`src/rtl/sdram_avalon_arbiter.sv`:
```
// Round-robin arbiter that shares one Avalon-MM SDRAM controller port between NUM_M masters.
// A tag FIFO remembers which master issued each read so pipelined read data goes back to it.
module sdram_avalon_arbiter #(
    parameter int NUM_M    = 3,
    parameter int ADDR_W   = 24,
    parameter int DATA_W   = 16,
    parameter int MAX_PEND = 8
) (
    input  logic                          clk,
    input  logic                          reset,
    input  logic [NUM_M*ADDR_W-1:0]       s_address,
    input  logic [NUM_M-1:0]              s_read,
    input  logic [NUM_M-1:0]              s_write,
    input  logic [NUM_M*DATA_W-1:0]       s_writedata,
    input  logic [NUM_M*(DATA_W/8)-1:0]   s_byteenable,
    output logic [NUM_M-1:0]              s_waitrequest,
    output logic [DATA_W-1:0]             s_readdata,
    output logic [NUM_M-1:0]              s_readdatavalid,
    output logic [ADDR_W-1:0]             m_address,
    output logic                          m_read,
    output logic                          m_write,
    output logic [DATA_W-1:0]             m_writedata,
    output logic [DATA_W/8-1:0]           m_byteenable,
    input  logic                          m_waitrequest,
    input  logic [DATA_W-1:0]             m_readdata,
    input  logic                          m_readdatavalid,
    output logic                          err_unexp
);

    localparam int BE_W  = DATA_W / 8;
    localparam int ID_W  = $clog2(NUM_M);
    localparam int PTR_W = $clog2(MAX_PEND);

    logic [ID_W-1:0]  rr_ptr;
    logic             lock;
    logic [ID_W-1:0]  locked_id;
    logic [ID_W-1:0]  tag_mem [MAX_PEND];
    logic [PTR_W-1:0] rd_ptr;
    logic [PTR_W-1:0] wr_ptr;
    logic [PTR_W:0]   count;

    logic             full;
    logic             empty;
    logic [NUM_M-1:0] eligible;
    logic [ID_W-1:0]  gnt;
    logic             gnt_valid;
    logic [ID_W-1:0]  first_any;
    logic [ID_W-1:0]  first_hi;
    logic             any_elig;
    logic             hi_elig;
    logic             cmd;
    logic             accept;
    logic             push;
    logic             pop;
    logic [ID_W-1:0]  head;

    assign full     = (count == (PTR_W+1)'(MAX_PEND));
    assign empty    = (count == '0);
    assign eligible = s_write | (s_read & {NUM_M{~full}});

    // Two scans: lowest eligible index at or above rr_ptr, else lowest eligible overall (wrap).
    // NOTE: every variable written here gets a default first so no latch is inferred.
    always_comb begin
        first_any = '0;
        first_hi  = '0;
        any_elig  = 1'b0;
        hi_elig   = 1'b0;
        for (int i = NUM_M - 1; i >= 0; i--) begin
            if (eligible[i]) begin
                any_elig  = 1'b1;
                first_any = ID_W'(i);
                if (ID_W'(i) >= rr_ptr) begin
                    hi_elig  = 1'b1;
                    first_hi = ID_W'(i);
                end
            end
        end
    end

    always_comb begin
        if (lock) begin
            gnt       = locked_id;
            gnt_valid = 1'b1;
        end else begin
            gnt       = hi_elig ? first_hi : first_any;
            gnt_valid = any_elig;
        end
    end

    always_comb begin
        m_address     = '0;
        m_writedata   = '0;
        m_byteenable  = '0;
        m_read        = 1'b0;
        m_write       = 1'b0;
        s_waitrequest = '1;
        for (int i = 0; i < NUM_M; i++) begin
            if (gnt_valid && gnt == ID_W'(i)) begin
                m_address        = s_address[i*ADDR_W +: ADDR_W];
                m_writedata      = s_writedata[i*DATA_W +: DATA_W];
                m_byteenable     = s_byteenable[i*BE_W +: BE_W];
                m_write          = s_write[i];
                m_read           = s_read[i] & ~s_write[i];
                s_waitrequest[i] = m_waitrequest;
            end
        end
    end

    assign cmd    = m_read | m_write;
    assign accept = cmd & ~m_waitrequest;
    assign push   = accept & m_read;
    assign pop    = m_readdatavalid & ~empty;
    assign head   = tag_mem[rd_ptr];

    always_comb begin
        s_readdatavalid = '0;
        for (int i = 0; i < NUM_M; i++) begin
            s_readdatavalid[i] = pop && (head == ID_W'(i));
        end
    end

    assign s_readdata = m_readdata;

    // NOTE: state uses non-blocking assignments so every register samples pre-edge values.
    always_ff @(posedge clk) begin
        if (reset) begin
            rr_ptr    <= '0;
            lock      <= 1'b0;
            locked_id <= '0;
            rd_ptr    <= '0;
            wr_ptr    <= '0;
            count     <= '0;
            err_unexp <= 1'b0;
        end else begin
            lock <= cmd & m_waitrequest;
            if (cmd && m_waitrequest) locked_id <= gnt;
            if (accept) rr_ptr <= (gnt == ID_W'(NUM_M - 1)) ? '0 : gnt + 1'b1;
            if (push) wr_ptr <= wr_ptr + 1'b1;
            if (pop)  rd_ptr <= rd_ptr + 1'b1;
            if (push && !pop)      count <= count + 1'b1;
            else if (pop && !push) count <= count - 1'b1;
            if (m_readdatavalid && empty) err_unexp <= 1'b1;
        end
    end

    // NOTE: tag storage is not reset; count alone decides which entries are meaningful.
    always_ff @(posedge clk) begin
        if (push) tag_mem[wr_ptr] <= gnt;
    end

endmodule

```
`config.mk`:
```
export PLATFORM = sky130hd
export DESIGN_NAME = sdram_avalon_arbiter
export DESIGN_NICKNAME = d
export VERILOG_FILES = /design/src/rtl/sdram_avalon_arbiter.sv
export SDC_FILE = /design/constraint.sdc
export NUM_CORES = 1
export LEC_CHECK = 0
export ABC_AREA = 1
export CAP_MARGIN = 30
export CORE_MARGIN = 5
export CORE_UTILIZATION = 30
export DETAILED_ROUTE_END_ITERATION = 6
export GPL_TIMING_DRIVEN = 0
export PLACE_DENSITY = 0.78
export SLEW_MARGIN = 20
export SYNTH_ARGS = -nofsm -noshare
export SYNTH_HDL_FRONTEND = slang
export SYNTH_SLANG_ARGS = --single-unit
```
`constraint.sdc`:
```
create_clock -name clk -period 3.3 [get_ports clk]
set_input_delay 0.99 -clock clk [delete_from_list [all_inputs] [get_ports clk]]
set_output_delay 0.99 -clock clk [all_outputs]
set_load 0.03 [all_outputs]
```
; Word level (Yosys, flattened, before mapping)
; Memory sizes are Yosys's and may differ from the RTL's. A register that Yosys moved wholly into a read port is not among the register bits.
; Cells that the tools add are included.
[totals]
ff_bits = 16
latch_bits = 0
ramBits = 16
romBits = 0
inputBits = 152
output_inout_bits = 67
memories = 1
[classes]
n_addsub = 5
n_mul = 0
div_mod_pow = 0
magnitude_cmp = 3
eq_ne = 5
n_shift = 0
n_mux = 46
bitwise_logic = 16
reduce_logical = 16
[mem_list]
columns = name, words, width, read_ports, rd_clocked_by_memory_dff, wr, line
row1 = tag_mem, 8, 2, 1, 1, 1, 37  ; logic [ID_W-1:0] tag_mem [MAX_PEND];
[ops]
columns = op, count
row1 = $mux W24, 3
row2 = $mux W16, 3
row3 = $mux W2, 15
row4 = $mux W1, 21
row5 = $logic_and A1 B1 Y1, 10
row6 = $mux W4, 2
row7 = $and A1 B1 Y1, 7
row8 = $add A3 B1 Y3 const B, 2
row9 = $mux W3, 2
row10 = $not A1 Y1, 6
row11 = $add A4 B1 Y4 const B, 1
row12 = $eq A2 B1 Y1 const B, 2
row13 = $eq A2 B2 Y1 const B, 2
row14 = $eq A4 B4 Y1 const B, 1
row15 = $ge A1 B2 Y1 const A, 2
row16 = $logic_not A2 Y1, 2
row17 = $logic_not A4 Y1, 1
row18 = $sub A4 B1 Y4 const B, 1
row19 = $and A3 B3 Y3, 1
row20 = $or A3 B3 Y3, 1
row21 = $add A2 B1 Y2 const B, 1
row22 = $ge A2 B2 Y1 const A, 1
row23 = $logic_not A1 Y1, 2
row24 = $reduce_bool A2 Y1, 1
row25 = $or A1 B1 Y1, 1

; Logic depth before layout (Yosys ltp)
; Gate-level depths: netlist of run 1.
[depth]
depth_word = 23
mapped_depth = 25

; Worst setup path after synthesis of run 1
; OpenSTA, ideal clock, no wires.
[synth_timing]
kind = in2reg
from = input s_write[1]
to = register count[3]
setup_time_ns = 0.121
arrival_time_ns = 3.472
required_time_ns = 3.179
slack_ns = -0.294
cell_stages = 22
cell_sequence = inv_1 nand2_1 nand2_1 nand2_1 nor2_1 nand2_1 nand2_4 inv_4 nand4_2 nand3_2 nand2_2 clkinv_4 ha_1 inv_1 ha_1 and3_1 a211oi_1 nor2_1 nor2_1 nand2_1 o21ai_0 a21oi_1
[synth_between]
elab_chain_len = 17
[synth_lines]
columns = item, line
row1 = start: declaration, 13  ; input logic [NUM_M-1:0] s_write,
row2 = $or A3 B3 Y3 *, 59  ; assign eligible = s_write | (s_read & {NUM_M{~full}});
row3 = $mux W2 / $mux W1 (equally long branches), 69  ; if (eligible[i]) begin
row4 = $mux W2 / $mux W1 (equally long branches), 72  ; if (ID_W'(i) >= rr_ptr) begin
row5 = $mux W2 / $mux W1 (equally long branches), 69
row6 = $mux W2 *, 85  ; gnt = hi_elig ? first_hi : first_any;
row7 = $mux W2 *, 81  ; if (lock) begin
row8 = net gnt[1], 45  ; logic [ID_W-1:0] gnt;
row9 = $logic_not A2 Y1, 98  ; if (gnt_valid && gnt == ID_W'(i)) begin
row10 = [... 4 more ...], --
row11 = net m_read, 20  ; output logic m_read,
row12 = $or A1 B1 Y1, 109  ; assign cmd = m_read | m_write;
row13 = $and A1 B1 Y1, 110  ; assign accept = cmd & ~m_waitrequest;
row14 = $and A1 B1 Y1 *, 111  ; assign push = accept & m_read;
row15 = net push, 53  ; logic push;
row16 = $logic_not A1 Y1, 141  ; else if (pop && !push) count <= count - 1'b1;
row17 = $logic_and A1 B1 Y1, 141
row18 = $reduce_bool A2 Y1 (no source line), --
row19 = end signal: assignment, 140  ; if (push && !pop) count <= count + 1'b1;
row20 = end signal: assignment, 141
row21 = end: declaration, 40  ; logic [PTR_W:0] count;
; Mark *: on every way through the listed nets, which the timed path passes. The rest lies on a longest branch.
; A chain may end at the register's enable or synchronous reset.

; Worst setup path after layout of run 1
[layout_timing]
from = input s_read[0]
to = output m_writedata[12]
[layout_between]
elab_chain_len = 10
[layout_lines]
columns = item, line
row1 = start: declaration, 12  ; input logic [NUM_M-1:0] s_read,
row2 = $and A3 B3 Y3 *, 59
row3 = $or A3 B3 Y3 *, 59
row4 = $mux W2 / $mux W1 (equally long branches), 69
row5 = $mux W2 *, 85
row6 = $mux W2 *, 81
row7 = net gnt[0], 45
row8 = $logic_not A2 Y1, 98
row9 = $logic_and A1 B1 Y1, 98
row10 = $mux W16 (2 in series), 98
row11 = $mux W16 *, 98
row12 = end: declaration, 22  ; output logic [DATA_W-1:0] m_writedata,
; Marks and branches as above.

==> results.cfg, run 1 <==
[cts]
cts.clk_slew.worst_paths_ps = 60
root_buffer = clkbuf_8
clock_latency_ps = 290
cts_hold_buf = 0
h-tree-depth = 2
cts_tree = done
clk_path_buf_depth = 2
cts.sinks = 35
cts_buffers = 5

[grt]
grt_max_degree = 12
antenna_found_initial = 0
grt_pass1_wl_mm = 21.5
grt_pass1_vias = 4275
grt-ovfl-total = 0
grt_usage = 0.247

[timing]
fin_skew_ps = 5.46
fin_ws_ps = -224
max_freq_mhz = 284
rsz0062_at_grt = true
maxSlewViolCount = 0
finalSetupTns_ps = -7360
setup_violations = 48
final-hold-violation-count = 0
finalCritPeriodShare = 1.07
tightest_slew_ps = 396
max_slew_margin = 0.736
fin_crit_ps = 3520

[detailed_routing]
viasPerCell = 5.00
wl_mm = 14.9
drc = 0
drt-initial-drc-count = 109
drtPass1Iterations = 4
avgRoutedWirePerCell_um = 19.3
num_vias = 3876
ant_nets = 0

[min_path]
hold_path.startpoint = rd_ptr[2]$_SDFFE_PP0P_
whs_path_depth = 2
min_to = rd_ptr[2]$_SDFFE_PP0P_
hp-class = reg2reg

[cells_and_area]
design_area_sq_mm = 0.00625
layout-drive-gt1-share = 0.408
nets = 824
fillers = 644
mostFrequentLayoutCells = clkdlybuf4s50_1 (146), nand2_1 (104), buf_6 (60)
n_antenna_cell = 0
syn_to_final_growth_pct = 129
final_common_cell = clkdlybuf4s50_1

[floorplan]
die_y_um = 105
die_area_sq_mm = 0.0111
ios = 219
start_util = 0.310
die_w_um = 105
design.core.area_sq_mm = 0.00881
rows = 34

[synthesis]
ys_seq_area_frac = 0.315
ys_ff_latch = 35
yosys_warnings = 0
synth_edf_count = 16
synth_area_sq_mm = 0.00273
syn_inst = 419
synthesis.nets = 577
synthDistinctLibCells = 36
ys_async_sr_fraction = 0
syn_avg_cell_area_sq_um = 6.52
ys.flop_type = dfxtp_1

[power_and_ir_drop]
power.share.switching = 0.490
pwr-share-clk = 0.068
p_switching_mw = 2.67
combPwrFrac = 0.819
ir_drop_mv = 0.575
power_density_mw_per_mm2 = 872
intPower_mw = 2.78
p_leak_nw = 2.88
seqPwrFrac = 0.113

[worst_setup_path]
cp.arrival_ps = 2530
worstSetupPathType = in2out
reg2reg_slack_ps = 40
critPathCaptureType = output pin
ff2ff_path_depth = 24
crit_path_start_kind = input port
r2r-start = count[0]$_SDFFE_PP0P_
r2r_end = count[3]$_SDFFE_PP0P_
critPathMaxFanout = 5
cp.required_ps = 2310

[flow_run]
maxCapViolations = 0

[place]
place_ws_ps = -1430
portBuffers = 202
dp_hpwl_mm = 10.4
placed_cell_area_sq_mm = 0.00494
routabilityCongestion = 0.875

[outcome]
violations = negative setup slack
status = complete, but fails checks
[area by class of cell]
type	count	area [sq um]	area share
plain buffers	29	290	0.0464
clock buffers	5	68.8	0.0110
clock inverters	3	38.8	0.00620
inverters	30	128	0.0204
multi-input cells	325	2210	0.354
flip-flops and latches	35	861	0.138
well taps	108	135	0.0216
repair buffers	240	2520	0.403
[logic make-up after synthesis]
family          share of synthesized area
simple gates                        0.463
buf+inv                             0.111
flops                               0.315
compound gates                     0.0674
fa+ha+maj                          0.0302
xor+xnor                          0.00963
mux                               0.00367
[power by group through the flow]
| stage | Combinational (mW) | Sequential, mW | Clock (mW) |
|---|---|---|---|
| 2_1_floorplan | 1.80 | 0.616 | 0 |
| 5_1_grt | 4.71 | 0.626 | 0.398 |
| 6_report | 4.47 | 0.616 | 0.370 |
| 4_1_cts | 4.23 | 0.616 | 0.380 |
| 3_3_place_gp | 2.96 | 0.619 | 0 |
| 3_5_place_dp | 3.00 | 0.624 | 0 |
[how the worst max path moves through the flow]
| stage | startpoint | to | slack (ps) | cells after the start |
|---|---|---|---|---|
| 2_1_floorplan | s_write[2] | count[3]$_SDFFE_PP0P_ | -40 | 22 |
| 5_1_grt | s_read[2] | m_address[17] | -290 | 17 |
| 6_report | s_read[0] | m_writedata[12] | -220 | 15 |
| 4_1_cts | s_read[0] | m_writedata[3] | -170 | 15 |
| 3_5_place_dp | s_write[1] | m_writedata[0] | -1430 | 13 |
| 3_3_place_gp | s_write[1] | m_writedata[0] | -1410 | 13 |
[cells in the mapped netlist (2+ instances only)]
cell / number / area, sq um
dfxtp_1: 19 / 380
nand2_4: 3 / 33.8
a21oi_1: 9 / 45.0
nor3_1: 2 / 10.0
o32ai_1: 3 / 26.3
nand2_1: 164 / 616
buf_2: 8 / 40.0
ha_1: 5 / 62.6
nor2_2: 6 / 37.5
nor2_4: 3 / 33.8
buf_4: 16 / 120
inv_1: 26 / 97.6
nand3_2: 3 / 30.0
edfxtp_1: 16 / 480
nand2_2: 5 / 31.3
nand4_1: 2 / 12.5
o21ai_0: 12 / 60.1
nor2_1: 41 / 154
nand3_1: 52 / 260
clkbuf_1: 6 / 22.5
xor2_1: 3 / 26.3
[metal layers]
layer / track usage / up-vias / part of all wire
li1: - / 1823 / -
met1: 0.222 / 1807 / 0.31
met2: 0.474 / 184 / 0.55
met3: 0.0880 / 62 / 0.084
met4: 0.136 / 0 / 0.062
met5: 0 / - / 0
[state kept, by name, summed over array words and instances (netlist names), named ones only]
register / flops
locked_id: 2
err_unexp: 1
lock: 1
rr_ptr: 2
tag_mem: 16
rd_ptr: 3
count: 4
wr_ptr: 3
[timing repair]
item / 4_1_cts / 5_1_grt
pin swaps: 31 / 8
gates cloned: 8 / 0
endpoints found under the setup margin: 53 / 50
buffers inserted: 28 / 4
gates resized for setup: 543 / 42
[through the flow]
step / hold WS, ps / util / std cells / power [mW]
after detailed placement: 464 / 0.561 / 729 / 3.62
after global placement: 446 / 0.561 / 729 / 3.58
after CTS: 475 / 0.692 / 772 / 5.22
after global routing: 498 / 0.710 / 775 / 5.74
after floorplan: 433 / - / 419 / 2.41
final: 470 / 0.710 / 775 / 5.45
[critical path: stages]
cell     delay, ps
buf_8          100
a21oi_4        200
nor2_4          70
nor2_4         150
nand2_4         90
nand2_8         70
nor2_4          50
nand2_2         80
inv_4           50
buf_12         120
buf_12         130
buf_8          130
nand2_2         60
nand3_2         70
buf_6          140
(Power assumes the default switching activity.)
==> run 2, diff against run 1 <==
==> constraint.sdc (replaced) <==
create_clock -name clk -period 3.19 [get_ports clk]
set_input_delay 0.957 -clock clk [delete_from_list [all_inputs] [get_ports clk]]
set_output_delay 0.957 -clock clk [all_outputs]
set_load 0.03 [all_outputs]
==> run 2 against run 1 <==
The run still ends with negative setup slack left; sequential power increased by 5.4%; sequential share of layout area fell by 0.098 points; global-route usage increased by 0.26 points; cell count grew 0.13%; utilization rose by 0.61 points; flip-flop and latch count is the same; hold slack about the same; via count up 1.9%; clock-buffer cell count did not move; highest routed layer unchanged.
==> results.cfg, run 2 (synthesis gave the netlist of run 1 again) <==
[timing]
max_freq_mhz = 284
fin_crit_ps = 3530
maxSlewViolCount = 0
final-hold-violation-count = 0
setup_violations = 48
fin_ws_ps = -337
max_slew_margin = 0.703
tightest_slew_ps = 445
rsz0062_at_grt = true
fin_skew_ps = 6.17
finalSetupTns_ps = -12610
finalCritPeriodShare = 1.11

[worst_setup_path]
critPathMaxFanout = 5
crit_chain = buf_2, nand2_2, nand2_4, nand2_4, nand3_2, nand2_4, nand2_4, nand2_8, nor2_4, nand2_2, inv_4, buf_12, buf_12, buf_8, nand2_4, nand3_2, buf_6
critPathCaptureType = output pin
slowest_delay_ps = 160
cp_common_cell = nand2_4
crit_buf_inv = 6
cp.arrival_ps = 2570
worstSetupPathType = in2out
slowest_stage = buf_6
crit_path_start_kind = input port
cp_top_family = simple AND/OR/NAND/NOR gates
cp.required_ps = 2230

[flow_run]
maxCapViolations = 0

[cts]
h-tree-depth = 2
clk_path_buf_depth = 2
cts_tree = done
cts_buffers = 5
clock_latency_ps = 290
cts.sinks = 35
root_buffer = clkbuf_8
cts.clk_slew.worst_paths_ps = 60
cts_hold_buf = 0

[power_and_ir_drop]
p_leak_nw = 2.92
total_power_mw = 5.70
ir_drop_mv = 0.608
power_density_mw_per_mm2 = 903

[floorplan]
rows = 34
die_w_um = 105
start_util = 0.310
ios = 219
die_y_um = 105
die_area_sq_mm = 0.0111
design.core.area_sq_mm = 0.00881

[place]
portBuffers = 202
place_ws_ps = -1480
place_inst = 729
dp_hpwl_mm = 10.4
placed_cell_area_sq_mm = 0.00494
routabilityCongestion = 0.875

[grt]
antenna_found_initial = 0
grt_max_degree = 12
grt-ovfl-total = 0
grt_pass1_vias = 4285
grt_pass1_wl_mm = 21.7
grt_usage = 0.249

[detailed_routing]
avgRoutedWirePerCell_um = 19.9
drc = 0
top_layer = met4
route.met3.wl_mm = 1.33
drt-initial-drc-count = 167
viasPerCell = 5.09
wl_met1_mm = 4.72
drtPass1Iterations = 5
wl_mm = 15.4
wl_met2_mm = 8.41
num_vias = 3949
ant_nets = 0

[outcome]
status = complete, but fails checks
violations = negative setup slack

[cells_and_area]
mostFrequentLayoutCells = clkdlybuf4s50_1 (146), nand2_1 (103), buf_6 (61)
final_common_cell = clkdlybuf4s50_1
largest_reg_flops = 16
fillers = 617
top_regs = tag_mem x16, count x4
nets = 825
syn_to_final_growth_pct = 131
largest_register = tag_mem
n_antenna_cell = 0
design_area_sq_mm = 0.00631
layout-drive-gt1-share = 0.412
final_cells = 776

[min_path]
hp-class = reg2reg
==> run 2: changes by cell type in the layout (fill, tap and decap cells not counted), sizes merged <==
cell / before / now
buf: 120 / 118
clkbuf: 8 / 11
==> run 2: layout make-up <==
type                    instances  area [sq um]  share of cell area
repair buffers                242          2540               0.403
multi-input cells             325          2240               0.355
clock buffers                   5          68.8              0.0109
inverters                      30           130              0.0206
clock inverters                 3          38.8             0.00615
well taps                     108           135              0.0214
flip-flops and latches         35           862               0.137
plain buffers                  28           288              0.0456
==> run 2: worst paths after layout <==
path                                        startpoint                     end  slack (ps)  cells after the start
worst max-delay path                         s_read[2]         m_writedata[12]        -340                     17
worst min-delay path            rd_ptr[2]$_SDFFE_PP0P_  rd_ptr[2]$_SDFFE_PP0P_         470                      2
worst max register to register   count[1]$_SDFFE_PP0P_   count[3]$_SDFFE_PP0P_         -60                     24
worst min register to register  rd_ptr[2]$_SDFFE_PP0P_  rd_ptr[2]$_SDFFE_PP0P_         470                      2
==> run 2: worst reg2reg max path: cells and delay by family, from the launching register on <==
kind,cells,cell delay (ps)
adder cells (fa/ha/maj),2,370
flip-flops,1,370
AND/OR/NAND/NOR,14,1430
AO/OA/AOI/OAI,4,580
buffers and inverters,4,390
==> run 2: power by group <==
| part | switching, mW | total, mW | internal (mW) |
|---|---|---|---|
| logic | 2.56 | 4.66 | 2.10 |
| registers | 0.0812 | 0.649 | 0.568 |
| clock network | 0.155 | 0.383 | 0.229 |
==> run 2: layer usage <==
metal | GRT usage | up-vias
li1 | - | 1824
met3 | 0.0905 | 76
met1 | 0.224 | 1822
met5 | 0 | -
met2 | 0.477 | 227
met4 | 0.141 | 0
==> run 2: stage by stage <==
stage          hold WS [ps]   util
2_1_floorplan           433      -
3_3_place_gp            446  0.561
3_5_place_dp            464  0.561
4_1_cts                 475  0.695
5_1_grt                 498  0.716
6_report                470  0.716
==> run 2: what timing repair did <==
action / 4_1_cts / 5_1_grt
hold endpoints to repair: 0 / 0
setup endpoints to repair: 53 / 51
pin swaps: 31 / 9
setup buffers: 28 / 5
cloned: 9 / 0
gates resized for setup: 547 / 47
==> RTL edit 1: new RTL, settings of run 2 <==
`ADDR_W`: 24 -> 28.
--- a/src/rtl/sdram_avalon_arbiter.sv
+++ b/src/rtl/sdram_avalon_arbiter.sv
@@ -2,7 +2,7 @@
 // A tag FIFO remembers which master issued each read so pipelined read data goes back to it.
 module sdram_avalon_arbiter #(
     parameter int NUM_M    = 3,
-    parameter int ADDR_W   = 24,
+    parameter int ADDR_W   = 28,
     parameter int DATA_W   = 16,
     parameter int MAX_PEND = 8
 ) (
Interface: changed (resized m_address and s_address); port bits go from 219 to 235. The function was not compared with the original's and may differ.
==> RTL edit 1 against run 2 <==
- critical path type unchanged
- setup slack gained 47 ps
- largest power group unchanged
- total power increased by 3.5%
- worst hold slack improved by 2.2 ps
- area after synthesis rose by 2.2%
- the flow still finishes with violations (setup timing)
- sequential cell count unchanged
- cell area up 6.1%
- routed wire length is 5.7% lower
- global-route usage fell by 2.3 points
==> RTL edit 1: results (changes against run 2) <==
Cells and area
  • Fill cells: 643 (+4.2%)
  • Layout cells sized above 1: 44.5% (+3.4 points)
  • Top flop regs: tag_mem (16), count (4)
  • # nets final: 881 (+6.8%)
  • ANT cells: 0 (unchanged)

Setup path
  • Crit path DAT: 2520 ps (-50 ps)
  • Crit path max fanout: 8 (+3)
  • Depth of the most critical reg-to-reg path: 23 (-4.2%)
  • Crit-path max cell delay: 250 ps (+90 ps)
  • CP max stage cell: a21oi_4
  • Crit-path leading delay family: simple AND/OR/NAND/NOR gates

Global route
  • Largest net degree at the start of global routing: 13 (+1)
  • GRT Total Usage: 22.7% (-2.3 points)
  • Initial antenna violation count: 0 (unchanged)
  • First-pass GRT wire length: 20400 um (-6.2%)
  • Vias in the first global route: 4157 (-3.0%)

Pwr
  • Peak supply drop: 0.000604 V (-0.61%)
  • P_int: 3.03 mW (+4.4%)
  • Leakage power: 3.12 nW (+6.7%)

Clock tree
  • Num CTS Buffers: 5 (unchanged)
  • Root Driver: clkbuf_8
  • CTS max path bufs: 2 (unchanged)
  • Clock transition at path regs: about 70 ps
  • Setup Fix Bufs, Post-CTS: 27 (-3.6%)
  • Clk Latency, worst-skew pair: 290 ps (about the same)
  • Post-CTS resize count: 504 (-7.9%)
  • H-tree Lvls: 2 (unchanged)

Place
  • IO Port Bufs: 218 (+7.9%)
  • Post-DP HPWL: 10100 um (-2.5%)
  • Pre-CTS WS: -1510 ps (-31.7 ps)
  • Area of placed instances: 5320 um2 (+7.6%)
  • GP Congestion: 0.849 (-3.0%)
  • DP Cell Count: 767 (+5.2%)

Hold path
  • Hold Crit Class: flop to flop
  • WHS Path Cells: 2 (unchanged)

STA
  • Final setup fails: 56 (+17%)
  • Slew Limit Fails: 0 (unchanged)
  • Slew of the pin with the lowest slew margin: 508 ps (+62.4 ps)
  • Setup ws final: -290 ps (+46.9 ps)
  • Layout Skew: 6.30 ps (+0.123 ps)

Outcome
  • Outcome: complete, but fails checks
  • Failing checks: setup timing

Logic synthesis
  • Synth Warn #: 0 (unchanged)
  • Post-synth EDFFs: 16 (unchanged)
  • Async SR Flop Fraction: 0% (unchanged)
  • Synth top cells by count: 174 x nand2_1, 57 x nand3_1, 42 x nor2_1
  • Seq/Total Area, Yosys: 30.9% (-0.66 points)
  • Prevailing post-synth register cell: dfxtp_1
  • Synthesized area per cell: 6.37 um2 (-2.3%)
  • Largest cells by area after synthesis: nand2_1 23%, edfxtp_1 17%, dfxtp_1 14%
  • Syn nets: 608 (+5.4%)
  • Synth cell types: 34 (-5.6%)

Detailed routing
  • Starting DRT DRC Count: 209 (+25%)
  • DR vias/cell: 4.87 (-4.2%)
  • Vias post-DR: 4012 (+1.6%)
  • Pre-Repair DR Iteration Count: 4 (-1)
  • Total wire length: 14500 um (-5.7%)
RTL edit 1: cell type report:
type / instances / area, um2 / share of cell area [%]
plain buffers: 32 / 340 / 5.09
repair buffers: 267 / 2690 / 40.3
clock inverters: 3 / 67.6 / 1.01
multi-input cells: 340 / 2390 / 35.7
clock buffers: 5 / 68.8 / 1.03
inverters: 30 / 128 / 1.91
well taps: 111 / 139 / 2.08
flip-flops and latches: 35 / 865 / 12.9
RTL edit 1: routing by layer:
layer  GRT usage [%]  share of wire [%]
met5               0                  0
met3            6.56                6.1
met4            8.40                3.3
met2            43.6                 56
met1            22.9                 34
RTL edit 1: path summary, 6_finish.rpt:
kind / start / endpoint / slack [ps]
worst max-delay path: s_read[0] / m_address[23] / -290
worst min-delay path: err_unexp / err_unexp / 470
worst max register to register: count[3] / count[3] / -190
worst min register to register: err_unexp / err_unexp / 470
RTL edit 1: through the flow:
| stage | power [mW] | setup TNS [ps] |
|---|---|---|
| CTS | 5.32 | -9850 |
| finish | 5.90 | -13320 |
| floorplan | 2.70 | -281 |
| global route | 6.22 | -17250 |
| global placement | 3.98 | -71860 |
| detailed placement | 4.04 | -75710 |
RTL edit 1: power by group through the flow:
stage	registers [mW]	clock network [mW]	logic (mW)
after floorplan	0.634	0	2.06
after global placement	0.637	0	3.35
after CTS	0.633	0.478	4.21
after global routing	0.655	0.502	5.07
final	0.645	0.473	4.78
after detailed placement	0.642	0	3.40
RTL edit 1: cells by family after synthesis:
logic type	after synthesis	synth area share, %
AND/OR/NAND/NOR	301	46.9
buffers and inverters	63	11.4
flip-flops	35	30.9
AO/OA/AOI/OAI	29	6.60
adder cells (fa/ha/maj)	6	2.96
XOR/XNOR	3	0.942
multiplexers	1	0.359
==> RTL edit 2: new RTL, config.mk and constraints of run 2 <==
Made on the original files. Make the reset (`reset`) asynchronous in one clocked block.
--- a/src/rtl/sdram_avalon_arbiter.sv
+++ b/src/rtl/sdram_avalon_arbiter.sv
@@ -122,7 +122,7 @@
     assign s_readdata = m_readdata;
 
     // NOTE: state uses non-blocking assignments so every register samples pre-edge values.
-    always_ff @(posedge clk) begin
+    always_ff @(posedge clk or posedge reset) begin
         if (reset) begin
             rr_ptr    <= '0;
             lock      <= 1'b0;
Function: differs if reset is asserted again (counterexample within 4 cycles, from zero or initial values and one cycle with reset high); with reset held inactive, the same outputs for 4 cycles.
==> RTL edit 2 against run 2 <==
- the flow still finishes with violations (setup timing)
- setup slack improved by 120 ps
- via count decreased by 7.2%
- cell area decreased by 0.62%
- total power increased by 23%
- synthesized cell count decreased by 5.7%
- routed wire length decreased by 17%
- final cell count decreased by 2.6%
- sequential cell count decreased by 3
- worst hold slack improved by 11 ps
- utilization increased by 0.25 points
- area after synthesis decreased by 1.6%
- sequential power increased by 9.7%
- first-iteration DRC count decreased by 47%
- critical endpoint is now m_writedata[5]
==> RTL edit 2: results (changes against run 2) <==
Pwr
  • Clock share of power: 4.2% (-2.5 points)
  • Peak supply drop: 0.000664 V (+9.1%)
  • Leakage power: 3.02 nW (+3.6%)
  • Overall Power: 7.02 mW (+23%)
  • Sequential group power: 0.712 mW (+9.7%)
  • Sw frac: 50.8% (+1.6 points)

Logic synthesis
  • Prevailing post-synth register cell: edfxtp_1
  • Synth top cells by count: 166 x nand2_1, 52 x nand3_1, 23 x inv_1
  • Seq/Total Area, Yosys: 32.8% (+1.3 points)
  • Largest cells by area after synthesis: nand2_1 23%, edfxtp_1 18%, dfrtp_1 15%
  • Syn nets: 553 (-4.2%)
  • Async SR Flop Fraction: 50.0% (+50 points)
  • Synth cell types: 36 (unchanged)
  • Synthesized area per cell: 6.80 um2 (+4.4%)

Setup path
  • Crit path max fanout: 6 (+1)
  • Crit path DAT: 2450 ps (-120 ps)
  • CP Launch Point: s_read[0]
  • Launch instance of the worst register-to-register path: count[2]
  • Crit-path max cell delay: 220 ps (+60 ps)
  • Crit path to: m_writedata[5]
  • Reg2reg end: count[3]
  • R2R setup slack: 0 ps (+60 ps)
  • CP max stage cell: a21oi_4
  • Crit-path leading delay family: simple AND/OR/NAND/NOR gates
  • Depth of the most critical reg-to-reg path: 23 (-4.2%)

STA
  • Layout Skew: 4.16 ps (-2.01 ps)
  • Setup ws final: -215 ps (+123 ps)
  • Slew of the pin with the lowest slew margin: 669 ps (+224 ps)
  • Setup TNS: -7800 ps (+4810 ps)
  • Final hold vios: 0 (unchanged)
  • Final setup fails: 47 (-2.1%)

Clock tree
  • CTS max path bufs: 2 (unchanged)
  • Clk Latency, worst-skew pair: ~280 ps
  • Clock transition at path regs: 70 ps
  • Post-CTS Hold Fix Bufs: 0 (unchanged)

Cells and area
  • Non-filler instance count after layout: 756 (-2.6%)
  • Layout cells sized above 1: 43.8% (+2.7 points)
  • # nets final: 805 (-2.4%)
  • Fill cells: 615 (-0.32%)
  • ANT cells: 0 (unchanged)

Global route
  • Initial antenna violation count: 0 (unchanged)
  • Largest net degree at the start of global routing: 17 (+5)
  • GRT Total Usage: 20.8% (-4.1 points)
  • First-pass GRT wire length: 18500 um (-15%)
  • Vias in the first global route: 3758 (-12%)

Outcome
  • Failing checks: setup timing
  • Outcome: complete, but fails checks

Detailed routing
  • Total wire length: 12800 um (-17%)
  • Pre-Repair DR Iteration Count: 4 (-1)
  • Vias post-DR: 3663 (-7.2%)
  • Starting DRT DRC Count: 88 (-47%)

Run
  • Maxcap violations: 0 (unchanged)

Hold path
  • Hold Crit Class: flop to flop

Place
  • Pre-CTS WS: -1450 ps (+25.9 ps)
  • Post-DP HPWL: 9330 um (-9.9%)
  • IO Port Bufs: 202 (unchanged)
  • GP Congestion: 0.800 (-8.6%)
  • Area of placed instances: 5080 um2 (+2.9%)
  • DP Cell Count: 705 (-3.3%)
RTL edit 2: changes by cell type after synthesis, sizes merged, moves of 2 or more:
cell and delta:
o21ai -3, a21oi -7, nand2 +6, clkbuf +4, dfxtp -19, nor3 +8, nor2 -22, dfrtp +16
inv -4, buf -3, xnor2 +3, nand4 -2
RTL edit 2: kinds of logic (layout without fill, tap and decap cells):
kind of cell               after synthesis  after routing  share of synthesized area, %
and+or+nand+nor                        272            273                          45.5
xor gates and xnor gates                 7              7                          2.28
adders and majority gates                6              6                          3.07
AOI/OAI and AO/OA                       20             20                          4.98
buffers and inverters                   56            308                          10.6
DFF                                     32             32                          32.8
muxes                                    2              2                         0.792
RTL edit 2: timing repair:
item                                    CTS  global route
gates resized for setup                 450           106
pin swaps                                28            18
endpoints found under the setup margin   53            51
cloned                                    6             4
buffers inserted                         24            11
RTL edit 2: final cells by class:
class                   instances  area (um2)  area share, %
plain buffers                  30         315           5.03
clock buffers                   7        76.3           1.22
clock inverters                 1        5.00         0.0798
inverters                      25         119           1.90
multi-input cells             308        2210           35.2
flip-flops and latches         32         883           14.1
well taps                     108         135           2.16
repair buffers                244        2520           40.1
repair inverters                1        8.76          0.140
RTL edit 2: per-layer routing:
layer,vias up,wire length [um],share of wire (%),track usage (%)
li1,1763,-,-,-
met1,1722,4030,31,19.6
met2,149,7490,59,42.0
met3,29,923,7.2,6.47
met4,0,347,2.7,6.39
met5,-,0,0,0
RTL edit 2: how the worst min path moves through the flow:
stage,startpoint,slack (ps),depth (start not counted),endpoint
after floorplan,locked_id[1],440,2,locked_id[1]
after global placement,err_unexp,460,1,err_unexp
after detailed placement,err_unexp,470,1,err_unexp
after CTS,err_unexp,490,1,err_unexp
after global routing,err_unexp,500,1,err_unexp
final,err_unexp,480,1,err_unexp
